## src/rtl/ramb4_nibble_dibit_reader.sv

```systemverilog
// Streams a run of 4-bit RAM words out as 2-bit symbols under valid/ready.
// Optional macro DIBIT_MSB_FIRST_EN: emit nibble bits [3:2] before [1:0].
module ramb4_nibble_dibit_reader (
  input  logic        CLKA,
  input  logic        RSTB,
  input  logic        START,
  input  logic [9:0]  BASE,
  input  logic [10:0] LEN,
  output logic        RD_EN,
  output logic [9:0]  RD_ADDR,
  input  logic [3:0]  RD_DO,
  output logic [1:0]  DO,
  output logic        DO_VALID,
  input  logic        DO_READY,
  output logic        DO_LAST,
  output logic        BUSY,
  output logic        DONE
);

  typedef enum logic [1:0] {
    ST_IDLE  = 2'd0,
    ST_FETCH = 2'd1,
    ST_DRAIN = 2'd2
  } state_t;

  state_t          state_q, state_d;
  logic            rd_en_q, rd_en_d;
  logic [9:0]      addr_q, addr_d;
  logic            pend_q;
  logic [10:0]     issue_rem_q, issue_rem_d;
  logic [10:0]     out_rem_q, out_rem_d;
  logic [1:0][3:0] fifo_q;
  logic [1:0]      cnt_q, cnt_d;
  logic            wr_ptr_q, wr_ptr_d;
  logic            rd_ptr_q, rd_ptr_d;
  logic            phase_q, phase_d;
  logic            busy_q, busy_d;
  logic            done_q, done_d;

  logic [3:0]      head_s;
  logic            valid_s;
  logic            xfer_s;
  logic            pop_s;
  logic            final_s;
  logic [2:0]      occ_s;
  logic            credit_s;
  logic [1:0]      do_s;

  // Next-state, read issue and symbol selection.
  always_comb begin
    head_s   = fifo_q[rd_ptr_q];
    valid_s  = (cnt_q != 2'd0);
    xfer_s   = valid_s && DO_READY;
    pop_s    = xfer_s && phase_q;
    final_s  = pop_s && (out_rem_q == 11'd1);
    // A nibble popping this edge frees its slot for a read issued on the same edge.
    occ_s    = {1'b0, cnt_q} + {2'b00, rd_en_q} + {2'b00, pend_q} - {2'b00, pop_s};
    credit_s = (occ_s < 3'd2);

    state_d     = state_q;
    rd_en_d     = 1'b0;
    addr_d      = addr_q;
    issue_rem_d = issue_rem_q;
    out_rem_d   = out_rem_q - {10'd0, pop_s};
    cnt_d       = cnt_q + {1'b0, pend_q} - {1'b0, pop_s};
    wr_ptr_d    = wr_ptr_q ^ pend_q;
    rd_ptr_d    = rd_ptr_q ^ pop_s;
    phase_d     = xfer_s ? ~phase_q : phase_q;
    done_d      = 1'b0;

    case (state_q)
      ST_IDLE: begin
        if (START && (LEN == 11'd0)) begin
          done_d = 1'b1;
        end else if (START) begin
          rd_en_d     = 1'b1;
          addr_d      = BASE;
          issue_rem_d = LEN - 11'd1;
          out_rem_d   = LEN;
          state_d     = (LEN == 11'd1) ? ST_DRAIN : ST_FETCH;
        end else begin
          state_d = ST_IDLE;
        end
      end
      ST_FETCH: begin
        if (credit_s && (issue_rem_q != 11'd0)) begin
          rd_en_d     = 1'b1;
          addr_d      = addr_q + 10'd1;
          issue_rem_d = issue_rem_q - 11'd1;
          state_d     = (issue_rem_q == 11'd1) ? ST_DRAIN : ST_FETCH;
        end else begin
          state_d = ST_FETCH;
        end
      end
      ST_DRAIN: begin
        if (final_s) begin
          done_d  = 1'b1;
          state_d = ST_IDLE;
        end else begin
          state_d = ST_DRAIN;
        end
      end
      default: begin
        state_d = ST_IDLE;
      end
    endcase

    busy_d = (state_d != ST_IDLE);

`ifdef DIBIT_MSB_FIRST_EN
    do_s = phase_q ? head_s[1:0] : head_s[3:2];
`else
    do_s = phase_q ? head_s[3:2] : head_s[1:0];
`endif
  end

  // State, pipeline and nibble buffer registers.
  always_ff @(posedge CLKA) begin
    if (RSTB) begin
      state_q     <= ST_IDLE;
      rd_en_q     <= 1'b0;
      addr_q      <= 10'd0;
      pend_q      <= 1'b0;
      issue_rem_q <= 11'd0;
      out_rem_q   <= 11'd0;
      fifo_q      <= 8'h00;
      cnt_q       <= 2'd0;
      wr_ptr_q    <= 1'b0;
      rd_ptr_q    <= 1'b0;
      phase_q     <= 1'b0;
      busy_q      <= 1'b0;
      done_q      <= 1'b0;
    end else begin
      state_q     <= state_d;
      rd_en_q     <= rd_en_d;
      addr_q      <= addr_d;
      pend_q      <= rd_en_q;
      issue_rem_q <= issue_rem_d;
      out_rem_q   <= out_rem_d;
      cnt_q       <= cnt_d;
      wr_ptr_q    <= wr_ptr_d;
      rd_ptr_q    <= rd_ptr_d;
      phase_q     <= phase_d;
      busy_q      <= busy_d;
      done_q      <= done_d;
      if (pend_q) begin
        fifo_q[wr_ptr_q] <= RD_DO;
      end
    end
  end

  assign RD_EN    = rd_en_q;
  assign RD_ADDR  = addr_q;
  assign DO       = do_s;
  assign DO_VALID = valid_s;
  assign DO_LAST  = valid_s && phase_q && (out_rem_q == 11'd1);
  assign BUSY     = busy_q;
  assign DONE     = done_q;

endmodule

```

## config.mk

```make
export PLATFORM = sky130hd
export DESIGN_NAME = ramb4_nibble_dibit_reader
export DESIGN_NICKNAME = d
export VERILOG_FILES = /design/src/rtl/ramb4_nibble_dibit_reader.sv
export SDC_FILE = /design/constraint.sdc
export NUM_CORES = 1
export LEC_CHECK = 0
export CORE_ASPECT_RATIO = 0.75
export CORE_MARGIN = 2
export CORE_UTILIZATION = 45
export CTS_CLUSTER_DIAMETER = 80
export DETAILED_ROUTE_END_ITERATION = 8
export PLACE_DENSITY = 0.69
export SYNTH_ARGS = -nofsm -noshare
export SYNTH_HDL_FRONTEND = slang
export SYNTH_SLANG_ARGS = --single-unit
export TNS_END_PERCENT = 30
```

## constraint.sdc

```tcl
create_clock -name CLKA -period 5 [get_ports CLKA]
set_clock_uncertainty 0.05 [all_clocks]
set_input_delay 1 -clock CLKA [delete_from_list [all_inputs] [get_ports CLKA]]
set_output_delay 1 -clock CLKA [all_outputs]
set_load 0.02 [all_outputs]
```

==> results of run 1 <==
==> metal layers <==
layer / wire length, um / track usage [%] / share of wire [%]
met1: 3720 / 31.3 / 51
met4: 57 / 4.11 / 0.78
met2: 3080 / 32.0 / 42
met5: 0 / 0 / 0
met3: 435 / 3.62 / 6.0
==> flip-flops by register name (all words and copies together), names as in the netlist <==
signal / count
rd_ptr_q: 1
BUSY: 1
issue_rem_q: 11
pend_q: 1
wr_ptr_q: 1
phase_q: 1
cnt_q: 2
RD_EN: 1
state_q: 2
out_rem_q: 11
DONE: 1
RD_ADDR: 10
fifo_q: 8
==> metrics by stage <==
| stage | hold WS, ns | power, mW |
|---|---|---|
| after global routing | 0.475 | 1.19 |
| final | 0.437 | 1.11 |
| after floorplan | 0.402 | 0.764 |
| after global placement | 0.419 | 0.872 |
| after detailed placement | 0.428 | 0.876 |
| after CTS | 0.442 | 1.12 |
==> worst max-delay path: cells and delay by family <==
kind	cells	cell delay [ns]
and+or+nand+nor	2	0.42
adders and majority gates	3	0.85
buffers and inverters	3	0.78
AOI/OAI and AO/OA	4	0.93
xor gates and xnor gates	1	0.18
==> path summary, 6_finish.rpt <==
check / endpoint / start / cells past startpoint
max: issue_rem_q[0] / DO_READY / 13
min: issue_rem_q[10] / issue_rem_q[10] / 2
max reg2reg: issue_rem_q[0] / cnt_q[1] / 13
min reg2reg: issue_rem_q[10] / issue_rem_q[10] / 2
==> where the power goes <==
group          total [mW]  switching [mW]  internal [mW]
combinational       0.364           0.201          0.163
clock               0.240           0.142         0.0982
sequential          0.506          0.0522          0.454
total                1.11           0.395          0.715
==> cells by family after synthesis <==
group / after synthesis
AND/OR/NAND/NOR: 141
adder cells (fa/ha/maj): 14
AO/OA/AOI/OAI: 93
buffers and inverters: 37
XOR/XNOR: 16
flip-flops: 51
multiplexers: 10
==> cell usage in the layout (no fill, tap or decap), drive strengths merged, types with 3 or more instances in the layout <==
| cell type | synthesis | final |
|---|---|---|
| nor3b | 6 | 6 |
| inv | 16 | 16 |
| o21ai | 23 | 23 |
| clkbuf | 17 | 6 |
| a311oi | 4 | 4 |
| a21oi | 30 | 30 |
| ha | 13 | 13 |
| nand2b | 4 | 4 |
| clkdlybuf4s50 | 0 | 45 |
| o31ai | 4 | 4 |
| nand2 | 27 | 27 |
| xor2 | 5 | 5 |
| nand4 | 4 | 4 |
| or3 | 5 | 5 |
| xnor2 | 11 | 11 |
| dfxtp | 51 | 51 |
| buf | 4 | 5 |
| and3 | 3 | 3 |
| mux2i | 8 | 8 |
| a211oi | 10 | 10 |
| nor2 | 47 | 47 |
| nand3 | 11 | 11 |
| o211ai | 4 | 4 |
| nor2b | 3 | 3 |
| nand3b | 3 | 3 |
| nor4 | 5 | 5 |
| or4 | 4 | 4 |
| nor3 | 9 | 9 |
==> final cells by class <==
class | instances | area [um2] | share of cell area (%)
Clock buffer | 6 | 72.6 | 2.06
Clock inverter | 2 | 12.5 | 0.355
Inverter | 16 | 60.1 | 1.70
Multi-Input combinational cell | 274 | 1770 | 50.2
Sequential cell | 51 | 1020 | 28.9
Tap cell | 81 | 101 | 2.87
Timing Repair Buffer | 50 | 488 | 13.8
==> results.json, run 1 <==
{
  "muxShareOfSynthArea_pct": 4.18,
  "synth_top_family_by_area": "simple AND/OR/NAND/NOR gates",
  "fin_tns_setup_ns": 0,
  "synthAdderAreaFrac_pct": 6.11,
  "synth_area_um2": 2990,
  "fin_nets": 441,
  "cap_violations": 0,
  "synth.top_cell.area_share_pct": 34.1,
  "cts_inserted_buffers": 5,
  "synth_most_common_cell": "dfxtp_1",
  "post_cts_buffers": 0,
  "drt-total-wl_mm": 7.30,
  "synth_seq_cells": 51,
  "vias": 2734,
  "grt_pass1_wl_mm": 12.3,
  "required_ns": 5.20,
  "avgSynthCellArea_um2": 8.26,
  "initial_core_util_pct": 46.9,
  "drt_iter0_drc": 192,
  "path_clk_slew_ns": 0.10,
  "hold_viol": 0,
  "dp.cells": 472,
  "vias_per_cell": 5.70,
  "ys.warnings.count": 0,
  "dieArea_um2": 7320,
  "design_area_um2": 3530,
  "htree_levels": 2,
  "path_max_fanout": 15,
  "ys.flop_type": "dfxtp_1",
  "cts_sinks": 51,
  "arrival_ns": 4.17,
  "synth_compound_area_share_pct": 20.0,
  "timing.final.crit_share_pct": 79.4,
  "io_pins": 46,
  "place_ws_ns": 0.698,
  "antenna_found_initial": 0,
  "worst_pin_slew_ns": 0.937,
  "rsz0062_at_grt": "false",
  "max_stage_delay_ns": 0.53,
  "relSlewSlack_pct": 37.4,
  "crit_top_cell": "ha_1",
  "reg2reg_slack_ns": 1.46,
  "place_area_um2": 3440,
  "min_period_ns": 3.97,
  "power_density_nw_per_um2": 315,
  "final_core_util_pct": 55.3,
  "grt_overflow": 0,
  "endpoint_kind": "register",
  "core_um2": 6380,
  "min_path_type": "register to register",
  "clockBufferDepth": 2,
  "ys_types": 56,
  "hold_buffers": 0,
  "diodes": 0,
  "track_usage_pct": 20.8,
  "die_h_um": 74.6,
  "path_cells": "clkdlybuf4s50_1 > and3_1 > ha_1 > inv_1 > ha_1 > a21o_1 > fa_1 > xor2_1 > nand3b_1 > o2bb2ai_2 > buf_4 > o211ai_1 > a21oi_1",
  "wire_per_inst_um": 15.2,
  "die_w_um": 98.2,
  "setup_violations": 0,
  "critPathKind": "input pin to register",
  "cts-root-buf": "clkbuf_8",
  "start_kind": "input pin",
  "first_global_vias": 2500,
  "synthToLayoutAreaGrowth_pct": 17.9,
  "fin_ws_ns": 1.03,
  "static-leakage-power_nw": 1.28,
  "cts.repair.resized": 0,
  "slew_viol_final": 0,
  "synthXorXnorAreaFrac_pct": 4.68,
  "max-vdd-ir-drop_uv": 133,
  "dpl.hpwl_mm": 5.23,
  "synthTopCellsByArea": "dfxtp_1, nor2_1, ha_1",
  "yosysTopAreaCell": "dfxtp_1",
  "async_reset_ff_share_pct": 0,
  "synth_top_cells_by_count": "dfxtp_1, nor2_1, a21oi_1",
  "route.antenna.remaining_nets": 0,
  "synthSimpleGateAreaFrac_pct": 24.3,
  "max_freq_mhz": 252,
  "drive_above_1_share_pct": 5.76,
  "num_rows": 25,
  "clk_latency_ns": 0.31,
  "io_buffers": 45,
  "num-fill-cells": 625,
  "status": "completed",
  "synth_edf_count": 0,
  "crit_slowest_cell": "o2bb2ai_2",
  "first_pass_iters": 4,
  "cts_tree": "built",
  "syn-num-nets": 405,
  "grt_max_degree": 35,
  "drcViolationCount": 0,
  "fin_cells": 480,
  "globalplace.congestion": 0.821,
  "synth_seq_area_share_pct": 34.1,
  "netlist_instances": 362
}
Note: power is estimated with default switching activity, not from simulation.
==> run 2, diff against run 1 <==
==> constraint.sdc (replaced) <==
create_clock -name CLKA -period 4 [get_ports CLKA]
set_clock_uncertainty 0.05 [all_clocks]
set_input_delay 0.8 -clock CLKA [delete_from_list [all_inputs] [get_ports CLKA]]
set_output_delay 0.8 -clock CLKA [all_outputs]
set_load 0.02 [all_outputs]
==> results.json, run 2 (same netlist as run 1, synthesis figures left out) <==
{
  "ff2ff_path_depth": 13,
  "io_buffers": 45,
  "slew_viol_final": 0,
  "p_clk_share_pct": 26.4,
  "mostFrequentLayoutCell": "dfxtp_1",
  "place_area_um2": 3470,
  "crit_slowest_cell": "clkdlybuf4s50_1",
  "synthToLayoutAreaGrowth_pct": 20.2,
  "cts-root-buf": "clkbuf_8",
  "grt_pass1_wl_mm": 12.2,
  "min_to": "issue_rem_q[10]",
  "required_ns": 4.19,
  "worstReg2RegEnd": "issue_rem_q[8]",
  "wire_per_inst_um": 14.9,
  "vias": 2728,
  "die_h_um": 74.6,
  "fin_nets": 445,
  "grt_max_degree": 53,
  "hold_slack_ns": 0.451,
  "htree_levels": 2,
  "final_core_util_pct": 56.3,
  "power_density_nw_per_um2": 416,
  "static-leakage-power_nw": 1.32,
  "crit_top_cell": "ha_1",
  "hp-start": "issue_rem_q[10]",
  "cts_tree": "built",
  "reg2reg_from": "cnt_q[1]",
  "worst_pin_slew_ns": 0.571,
  "antenna_found_initial": 0,
  "holdPathStages": 2,
  "endpoint_kind": "register",
  "design_area_um2": 3590,
  "cts.repair.resized": 0,
  "min_path_type": "register to register",
  "path_cells": "clkdlybuf4s50_1 > and3_1 > ha_1 > inv_1 > ha_1 > a21o_1 > fa_1 > xor2_1 > nand3b_1 > a2bb2oi_2 > buf_4 > a311o_1 > a21oi_1",
  "cts_sinks": 51,
  "cts_inserted_buffers": 5,
  "initial_core_util_pct": 46.9,
  "hold_buffers": 0,
  "relSlewSlack_pct": 62.0,
  "drt-total-wl_mm": 7.22,
  "post_cts_buffers": 0,
  "track_usage_pct": 20.5,
  "vias_per_cell": 5.64,
  "critPathKind": "input pin to register",
  "dieArea_um2": 7320,
  "clk_latency_ns": 0.32,
  "io_pins": 46,
  "die_w_um": 98.2,
  "setup_violations": 0,
  "arrival_ns": 3.66,
  "diodes": 0,
  "globalplace.congestion": 0.812,
  "rsz0062_at_grt": "false",
  "grt_overflow": 0,
  "power.switching_mw": 0.508,
  "dpl.hpwl_mm": 5.18,
  "fin_tns_setup_ns": 0,
  "drcViolationCount": 0,
  "swShare_pct": 34.0,
  "path_max_fanout": 13,
  "route.antenna.remaining_nets": 0,
  "drt_iter0_drc": 162,
  "first_global_vias": 2514,
  "clockBufferDepth": 2,
  "reg2reg_slack_ns": 0.71,
  "p_int_mw": 0.987,
  "num-fill-cells": 595,
  "start_kind": "input pin",
  "first_pass_iters": 4,
  "drive_above_1_share_pct": 6.95,
  "cap_violations": 0,
  "timing.final.crit_share_pct": 86.7,
  "layout_common_cells": "dfxtp_1, nor2_1, clkdlybuf4s50_1, a21oi_1, nand2_1",
  "p_total_mw": 1.50,
  "path_clk_slew_ns": 0.09,
  "max_freq_mhz": 288,
  "max-vdd-ir-drop_uv": 166,
  "seqPwrFrac_pct": 42.4,
  "core_um2": 6380,
  "comb_power_share_pct": 31.2,
  "max_stage_delay_ns": 0.42,
  "num_rows": 25,
  "status": "completed",
  "min_period_ns": 3.47,
  "hold_viol": 0
}
==> run 2: metal layers <==
layer / vias to the layer above / part of all wire (%) / global-route usage, %
met5: - / 0 / 0
met4: 0 / 1.2 / 5.94
met3: 10 / 4.9 / 3.81
met2: 71 / 41 / 30.9
met1: 1273 / 52 / 30.4
li1: 1374 / - / -
==> run 2: power by group through the flow <==
stage               Sequential (mW)  Clock [mW]  Combinational, mW
CTS                           0.633       0.400              0.465
global route                  0.644       0.421              0.515
finish                        0.634       0.395              0.466
global placement              0.643           0              0.456
detailed placement            0.644           0              0.463
floorplan                     0.653           0              0.302
==> run 2: worst max-delay path: cells and delay by family <==
family / cells / cell delay, ns
fa+ha+maj: 3 / 0.92
xor+xnor: 1 / 0.18
compound gates: 4 / 0.74
buf+inv: 3 / 0.66
simple gates: 2 / 0.35
==> run 2: cell type report <==
cell class	count	area, um2	share of cell area [%]
timing repair buffer	54	518	14.4
sequential	51	1020	28.4
multi-input combinational	274	1770	49.3
clock inverter	2	38.8	1.08
inverter	16	60.1	1.67
tap	81	101	2.82
clock buffer	6	82.6	2.30
==> run 2: per-stage QoR <==
stage,cells,setup WS [ns]
5_1_grt,484,0.361
4_1_cts,484,0.540
3_3_place_gp,476,0.297
3_5_place_dp,476,0.227
6_report,484,0.532
2_1_floorplan,362,0.823
==> run 2: how the worst max path moves through the flow <==
stage,start,end,slack [ns],depth (start not counted)
CTS,DO_READY,issue_rem_q[8],0.54,13
floorplan,DO_READY,RD_ADDR[6],0.82,12
detailed placement,DO_READY,issue_rem_q[8],0.23,13
global route,DO_READY,issue_rem_q[8],0.36,13
global placement,DO_READY,issue_rem_q[8],0.30,13
finish,DO_READY,issue_rem_q[8],0.53,13
